<file path="src/rtl/keypad_scanner_pkg.sv">
// Shared constants, FSM encoding and key-mapping helpers for the keypad scanner.
package keypad_scanner_pkg;

    localparam int NUM_ROWS   = 4;
    localparam int NUM_COLS   = 3;
    localparam int FRAME_BITS = NUM_ROWS * NUM_COLS;

    // Key codes beyond the ten digits
    localparam logic [3:0] KEY_STAR  = 4'd10;
    localparam logic [3:0] KEY_SHARP = 4'd11;

    typedef enum logic [1:0] {
        IDLE    = 2'd0,
        PRESSED = 2'd1,
        LOCKED  = 2'd2
    } keyState_e;

    // Reading-order position of a key on the pad (row-major, 0..11)
    function automatic logic [3:0] frameBit(input logic [1:0] r, input logic [1:0] c);
        return 4'(r) * 4'd3 + 4'(c);
    endfunction

    // Key code printed on the pad at a given row/column
    function automatic logic [3:0] keyCode(input logic [1:0] r, input logic [1:0] c);
        logic [3:0] pos;
        logic [3:0] code;
        pos = frameBit(r, c);
        case (pos)
            4'd9:    code = KEY_STAR;
            4'd10:   code = 4'd0;
            4'd11:   code = KEY_SHARP;
            default: code = pos + 4'd1;
        endcase
        return code;
    endfunction

    // Convert a column-major scan frame (bit 4*col+row) into a vector indexed by key code
    function automatic logic [FRAME_BITS-1:0] frameToKeys(input logic [FRAME_BITS-1:0] frame);
        logic [FRAME_BITS-1:0] keys;
        keys = '0;
        for (int c = 0; c < NUM_COLS; c++) begin
            for (int r = 0; r < NUM_ROWS; r++) begin
                keys[keyCode(2'(r), 2'(c))] = frame[4*c + r];
            end
        end
        return keys;
    endfunction

endpackage

</file>
<file path="src/rtl/keypad_scanner_debounce.sv">
// Whole-frame debouncer: a frame must repeat DEBOUNCE times before it becomes the stable frame.
module key_frame_debounce
    import keypad_scanner_pkg::*;
#(
    parameter int DEBOUNCE = 4
) (
    input  logic                  clock,
    input  logic                  reset,
    input  logic                  frameDone_i,
    input  logic [FRAME_BITS-1:0] frame_i,
    output logic [FRAME_BITS-1:0] stable_o,
    output logic                  upd_o
);

    localparam int DW = $clog2(DEBOUNCE + 1);
    localparam logic [DW-1:0] DEB_MAX = DW'(DEBOUNCE);
    localparam logic [DW-1:0] DEB_ONE = DW'(1);

    logic [FRAME_BITS-1:0] cand_q,   cand_d;
    logic [FRAME_BITS-1:0] stable_q, stable_d;
    logic [DW-1:0]         debCnt_q, debCnt_d;
    logic                  upd_q,    upd_d;

    // Track the candidate frame and promote it to stable exactly once when its count reaches DEBOUNCE
    always_comb begin
        cand_d   = cand_q;
        debCnt_d = debCnt_q;
        stable_d = stable_q;
        upd_d    = 1'b0;
        if (frameDone_i) begin
            if (frame_i == cand_q) begin
                if (debCnt_q != DEB_MAX) begin
                    debCnt_d = debCnt_q + 1'b1;
                    if (debCnt_d == DEB_MAX) begin
                        stable_d = cand_q;
                        upd_d    = 1'b1;
                    end
                end
            end else begin
                cand_d   = frame_i;
                debCnt_d = DEB_ONE;
                if (DEB_MAX == DEB_ONE) begin
                    stable_d = frame_i;
                    upd_d    = 1'b1;
                end
            end
        end
    end

    // Debounce state registers
    always_ff @(posedge clock) begin
        if (reset) begin
            cand_q   <= '0;
            debCnt_q <= '0;
            stable_q <= '0;
            upd_q    <= 1'b0;
        end else begin
            cand_q   <= cand_d;
            debCnt_q <= debCnt_d;
            stable_q <= stable_d;
            upd_q    <= upd_d;
        end
    end

    assign stable_o = stable_q;
    assign upd_o    = upd_q;

endmodule

</file>
<file path="src/rtl/keypad_scanner.sv">
// 4x3 matrix keypad scanner: column drive, frame capture, debounce and single-shot key strobes.
module keypad_scanner
    import keypad_scanner_pkg::*;
#(
    parameter int SCAN_CNT = 5000,
    parameter int DEBOUNCE = 4
) (
    input  logic       clock,
    input  logic       reset,
    input  logic [3:0] row,
    output logic [2:0] col,
    output logic [9:0] keypad,
    output logic       sharp,
    output logic       star,
    output logic       key_held
);

    localparam int SW = $clog2(SCAN_CNT);
    localparam logic [SW-1:0] SLOT_LAST = SW'(SCAN_CNT - 1);

    logic [SW-1:0]         slotCnt_q,  slotCnt_d;
    logic [1:0]            colIdx_q,   colIdx_d;
    logic [FRAME_BITS-1:0] frameAcc_q, frameAcc_d;
    logic                  sampleNow;
    logic                  frameDone;

    logic [FRAME_BITS-1:0] stable;
    logic                  upd;
    logic [FRAME_BITS-1:0] keys;
    logic                  singleKey;
    logic                  anyKey;

    keyState_e             state_q,   state_d;
    logic [9:0]            keypad_q,  keypad_d;
    logic                  sharp_q,   sharp_d;
    logic                  star_q,    star_d;
    logic                  keyHeld_q, keyHeld_d;

    assign sampleNow = (slotCnt_q == SLOT_LAST);
    assign frameDone = sampleNow && (colIdx_q == 2'd2);

    // Slot counter, column rotation and row capture into the frame accumulator
    always_comb begin
        slotCnt_d  = slotCnt_q + 1'b1;
        colIdx_d   = colIdx_q;
        frameAcc_d = frameAcc_q;
        if (sampleNow) begin
            slotCnt_d = '0;
            case (colIdx_q)
                2'd0: begin
                    frameAcc_d[3:0] = row;
                    colIdx_d        = 2'd1;
                end
                2'd1: begin
                    frameAcc_d[7:4] = row;
                    colIdx_d        = 2'd2;
                end
                default: begin
                    frameAcc_d[11:8] = row;
                    colIdx_d         = 2'd0;
                end
            endcase
        end
    end

    // Scan state registers
    always_ff @(posedge clock) begin
        if (reset) begin
            slotCnt_q  <= '0;
            colIdx_q   <= 2'd0;
            frameAcc_q <= '0;
        end else begin
            slotCnt_q  <= slotCnt_d;
            colIdx_q   <= colIdx_d;
            frameAcc_q <= frameAcc_d;
        end
    end

    // One-hot column drive from the active column index
    always_comb begin
        case (colIdx_q)
            2'd1:    col = 3'b010;
            2'd2:    col = 3'b100;
            default: col = 3'b001;
        endcase
    end

    key_frame_debounce #(
        .DEBOUNCE (DEBOUNCE)
    ) uDebounce (
        .clock       (clock),
        .reset       (reset),
        .frameDone_i (frameDone),
        .frame_i     (frameAcc_d),
        .stable_o    (stable),
        .upd_o       (upd)
    );

    assign keys      = frameToKeys(stable);
    assign anyKey    = (stable != '0);
    assign singleKey = anyKey && ((stable & (stable - 12'd1)) == '0);

    // Key FSM: strobe only on a lone key pressed from an all-released state
    always_comb begin
        state_d   = state_q;
        keypad_d  = '0;
        sharp_d   = 1'b0;
        star_d    = 1'b0;
        keyHeld_d = keyHeld_q;
        if (upd) begin
            keyHeld_d = anyKey;
            case (state_q)
                IDLE: begin
                    if (singleKey) begin
                        keypad_d = keys[9:0];
                        star_d   = keys[KEY_STAR];
                        sharp_d  = keys[KEY_SHARP];
                        state_d  = PRESSED;
                    end else if (anyKey) begin
                        state_d = LOCKED;
                    end
                end
                PRESSED: begin
                    if (!anyKey) begin
                        state_d = IDLE;
                    end else if (!singleKey) begin
                        state_d = LOCKED;
                    end
                end
                LOCKED: begin
                    if (!anyKey) begin
                        state_d = IDLE;
                    end
                end
                default: state_d = IDLE;
            endcase
        end
    end

    // FSM state and registered outputs
    always_ff @(posedge clock) begin
        if (reset) begin
            state_q   <= IDLE;
            keypad_q  <= '0;
            sharp_q   <= 1'b0;
            star_q    <= 1'b0;
            keyHeld_q <= 1'b0;
        end else begin
            state_q   <= state_d;
            keypad_q  <= keypad_d;
            sharp_q   <= sharp_d;
            star_q    <= star_d;
            keyHeld_q <= keyHeld_d;
        end
    end

    assign keypad   = keypad_q;
    assign sharp    = sharp_q;
    assign star     = star_q;
    assign key_held = keyHeld_q;

endmodule

</file>
<file path="config.mk">
export PLATFORM = sky130hd
export DESIGN_NAME = keypad_scanner
export DESIGN_NICKNAME = d
export VERILOG_FILES = /design/src/rtl/keypad_scanner_pkg.sv /design/src/rtl/keypad_scanner_debounce.sv /design/src/rtl/keypad_scanner.sv
export SDC_FILE = /design/constraint.sdc
export NUM_CORES = 1
export LEC_CHECK = 0
export ABC_AREA = 1
export BUFFER_PORTS_ARGS = -buffer_cell sky130_fd_sc_hd__buf_4
export CORE_ASPECT_RATIO = 2
export CORE_MARGIN = 1
export CORE_UTILIZATION = 45
export DETAILED_ROUTE_END_ITERATION = 8
export GPL_ROUTABILITY_DRIVEN = 0
export GPL_TIMING_DRIVEN = 0
export MAX_ROUTING_LAYER = met4
export SYNTH_ARGS = -nofsm -noshare
export SYNTH_HDL_FRONTEND = slang
export SYNTH_SLANG_ARGS = --single-unit
</file>
<file path="constraint.sdc">
create_clock -name clock -period 2.9 [get_ports clock]
set_clock_uncertainty 0.05 [all_clocks]
set_input_delay 0.29 -clock clock [delete_from_list [all_inputs] [get_ports clock]]
set_output_delay 0.29 -clock clock [all_outputs]
set_load 0.01 [all_outputs]
</file>
==> results.md <==
- The most instantiated flip-flop cell in the synthesis netlist is sky130_fd_sc_hd__dfxtp_1.
- After detailed placement, the design holds a cell count of between 700 and 800.
- The final layout contains routed wiring with a total length of 10,400 um.
- TritonCTS built the clock tree.
- The run finished with clean final reports.
- The critical path arrival is slightly below 3 ns.
- The core outline area is about 8300 um^2.
- The count of cells along the worst hold path is 2.
- The initial core utilization is 0.463.
- Of the total synthesized cell area, the portion taken by XOR and XNOR cells is 0.00456.
- The commonest non-fill, non-tap cell in the layout is sky130_fd_sc_hd__nand2_1.
- In this run the horizontal extent of the chip is slightly below 70 um.
- After the first detailed-routing iteration, the DRC count stood at roughly 130.
- Summing over every cut layer, the via total after detailed routing is around 3.7k.
- The top-level port count is 22.
- The async set or reset register ratio after synthesis is 0.
- The total number of placement rows is 47.
- The post-placement setup slack is roughly 0.18 ns.
- After legalization and detailed placement, the total HPWL measured ~8000 um.
- The number of DRC violations after detailed routing is 0.
- The layout cell share with drive strength beyond 1 is 0.122.
- Across the run, the number of max-cap violations was 0.
- The clock drives 70 sinks.
- The number of buffers inserted for hold repair after clock tree synthesis is 0.
- The largest net degree at the start of global routing is 11.
- The post-synth net total is approximately 610.
- Dividing the detail-routed via count by the number of cells gives roughly 5.1.
- The initial antenna violation count was 0.
- After synthesis, the largest family of logic cells by area is simple AND/OR/NAND/NOR gates.
- After detailed routing, the average wire length per cell comes to around 14 um.
- IR analysis of the VDD net gives a maximum drop of approximately 0.26 mV.
- The top achievable clock speed is 368 MHz.
- The gate count after technology mapping is ~590.
- The first global-routing pass estimated 16,400 um of wire.
- Of the post-synthesis cell area, the part taken by muxes is 0.
- The average footprint of a synthesized cell is ~6.5 um^2.
- The critical path in this run is classified as register to register.
- Setup violations remaining at the end of the flow were counted as 0.
- The detailed-router iteration count before antenna repair is 4.
- After the flow finishes, the layout carries non-filler instances totaling 727.
- The required arrival time at the worst endpoint is ~3.1 ns.
- The cell-internal power is 1.60 mW.
- The setup slack after layout is between 0.15 and 0.2 ns.
- The clock share of power is 0.501.
- Summed over all nets, the switching power comes to ~440 uW.
- The distinct cell type count of the synthesized netlist is 31.
- The worst setup path is captured at a register.
- For this run, the number of Yosys warnings is 0.
- The maximum fanout encountered on the critical timing path is 10.
- For the worst-skew pair, the clock arrives at the later sink with an insertion delay of between 0.3 and 0.4 ns.
- The tightest hold path in the finished design has a slack of 0.243 ns.
- The final critical path time including I/O delays and setup is roughly 2.7 ns.
- The combinational cell fraction of total power is 0.024.
- After detailed routing, the wire length on met1 is roughly 3600 um.
- Counting stages on the worst path, the most repeated cell is sky130_fd_sc_hd__nor2_1.
- The number of synthesized register bits is 70.
- Setup repair after global routing left no endpoint under its margin.
- Of the total power, the share spent switching nets is 0.214.
- In this run the deepest clock path goes through 2 buffers.
- In this run, synthesis inferred 0 flip-flops with an integrated enable.
- In this run the top signal layer used is met4.
- The largest stage delay on the critical path is 0.35 ns.
- In the layout the commonest cells are 152 x sky130_fd_sc_hd__nand2_1, 97 x sky130_fd_sc_hd__nor2_1, 88 x sky130_fd_sc_hd__inv_1.
- The fraction of power consumed by sequential logic is 0.476.
- For this design the ratio of total power to cell area is about 460 nW/um^2.
- The area fraction in compound gates after synthesis is 0.0518.
- The startpoint kind of the worst setup timing path is a register.
- For this run the aggregate overflow at the end of global routing stands at 0.
- The final net count is between 600 and 700.
- The die area is 8930 um^2.
- 0 antenna diodes ended up in the layout.
- After clock tree synthesis, the clock-pin slew on the worst setup and hold paths is roughly 0.05 ns.
- Once detail routing completed, the nets flagged for antenna violations numbered 0.
- In the detailed route, the total length drawn on met2 is 5750 um.
- For the final routed database, the setup TNS stands at 0 ns.
- The analysis attributes to cell leakage a power of roughly 2.1 nW.
- In the detailed route, the total length drawn on met3 is about 350 um.
- The largest individual stage delay along the critical path comes from the cell sky130_fd_sc_hd__dfxtp_1.
- The area added between synthesis and finish is 15.3%.
- Of the total synthesized cell area, the portion taken by AND, OR, NAND and NOR gates is 0.430.
- The count of input and output buffers is 20.
- In this run the tightest slew margin relative to its limit is 0.585.
- The share of synthesized area occupied by flip-flops and latches is 0.365.
- Summing every instance area after synthesis gives around 3800 um^2.
- The share of the clock period used by the worst path after layout is 0.937.
- The length in cells of the worst reg-to-reg path is 16.
- The type of the most critical hold path is primary input to register.
- The critical path goes through inv_1 > ha_1 > clkbuf_4 > o21ai_0 > nand3_2 > nand3_1 > nand2_1 > nor2_1 > nand2_1 > nor2_2 > nand2_2 > nand2_4 > inv_2 > buf_4 > nor2_1 > nor2_1.
- The root buffer cell is sky130_fd_sc_hd__clkbuf_16.
- The count of final hold-check violations is 0.
- Across every metal layer, demand over resource in global routing totals 0.259.
- The clock tree synthesis step divided the H-tree into 3 levels.
- Fill cells in the final layout number between 800 and 900.
- Counting the buffers created by CTS gives 9.
- From bottom edge to top edge, the die measures 133 um.
- The count of final max-slew check failures was 0.
- Of the total synthesized cell area, the portion taken by full adders, half adders and majority gates is 0.0261.
- The slew of the pin with the lowest slew margin is between 0.6 and 0.7 ns.
- The number of global-route vias before repair came to 3,514.
## Yosys cell counts, drive strengths merged (2+ instances only)
| cell type | count | share of area |
|---|---|---|
| nand4 | 18 | 0.029 |
| dfxtp | 70 | 0.36 |
| nor2 | 107 | 0.12 |
| clkbuf | 8 | 0.0078 |
| buf | 11 | 0.024 |
| nand2 | 160 | 0.16 |
| ha | 8 | 0.026 |
| o21ai | 17 | 0.022 |
| nor3 | 7 | 0.0091 |
| xor2 | 2 | 0.0046 |
| inv | 92 | 0.090 |
| nor3b | 2 | 0.0039 |
| o21bai | 2 | 0.0039 |
| nand3b | 4 | 0.0078 |
| a21oi | 15 | 0.020 |
| nand3 | 63 | 0.094 |
## stage by stage
stage	area, um^2	utilization	power [mW]
after global routing	4430	0.534	2.09
after CTS	4380	0.529	2.04
final	4430	0.534	2.04
after global placement	4110	0.496	1.04
after floorplan	3840	-	1.02
after detailed placement	4110	0.496	1.04
## critical path, delay by kind of cell, from the launching register on
family / cells / cell delay (ns)
AO/OA/AOI/OAI: 1 / 0.28
adder cells (fa/ha/maj): 1 / 0.19
buffers and inverters: 4 / 0.59
flip-flops: 1 / 0.35
AND/OR/NAND/NOR: 10 / 1.14
## sequential cells by signal, indices dropped and copies added (netlist names)
| register | cells |
|---|---|
| slotCnt_q | 13 |
| frameAcc_q | 12 |
| uDebounce.cand_q | 12 |
| uDebounce.stable_o | 12 |
| keypad | 10 |
| uDebounce.debCnt_q | 3 |
| colIdx_q | 2 |
| state_q | 2 |
| key_held | 1 |
| sharp | 1 |
| star | 1 |
| uDebounce.upd_o | 1 |
## metal layers
metal  GRT usage  vias up
li1            -     1904
met1       0.219     1637
met2       0.478       83
met3      0.0388       49
met4       0.186        0
met5           -        -
## cells by family (layout without fill, tap and decap cells)
logic type      after synthesis  count (layout)
flops                        70              70
simple gates                363             363
buf+inv                     112             149
compound gates               37              37
fa+ha+maj                     8               8
xor+xnor                      2               2
## final cells by class
class	count	area, um^2	area share
well taps	98	123	0.0277
repair buffers	22	178	0.0401
clock inverters	1	5.00	0.00113
inverters	93	349	0.0788
plain buffers	19	126	0.0285
clock buffers	14	264	0.0596
flip-flops and latches	70	1400	0.316
multi-input cells	410	1980	0.448
## path summary, 6_finish.rpt
kind / from / end / slack (ns)
worst max register to register: colIdx_q[1]$_SDFFE_PP0N_ / uDebounce.cand_q[9]$_SDFFE_PP0P_ / 0.18
worst min register to register: slotCnt_q[0]$_SDFF_PP0_ / slotCnt_q[0]$_SDFF_PP0_ / 0.42
worst max-delay path: colIdx_q[1]$_SDFFE_PP0N_ / uDebounce.cand_q[9]$_SDFFE_PP0P_ / 0.18
worst min-delay path: reset / frameAcc_q[0]$_SDFF_PP0_ / 0.24
## what timing repair did
item,in CTS,in global routing
gates resized for setup,0,6
buffers inserted,0,2
endpoints found under the setup margin,0,22
## power groups by stage
stage	clock network, mW	logic, mW	registers [mW]
final	1.02	0.0485	0.969
after global routing	1.07	0.0539	0.968
after CTS	1.03	0.0490	0.969
after detailed placement	0	0.0489	0.989
after global placement	0	0.0478	0.989
after floorplan	0	0.0309	0.989
No activity file was read; power rests on OpenSTA's default activity.
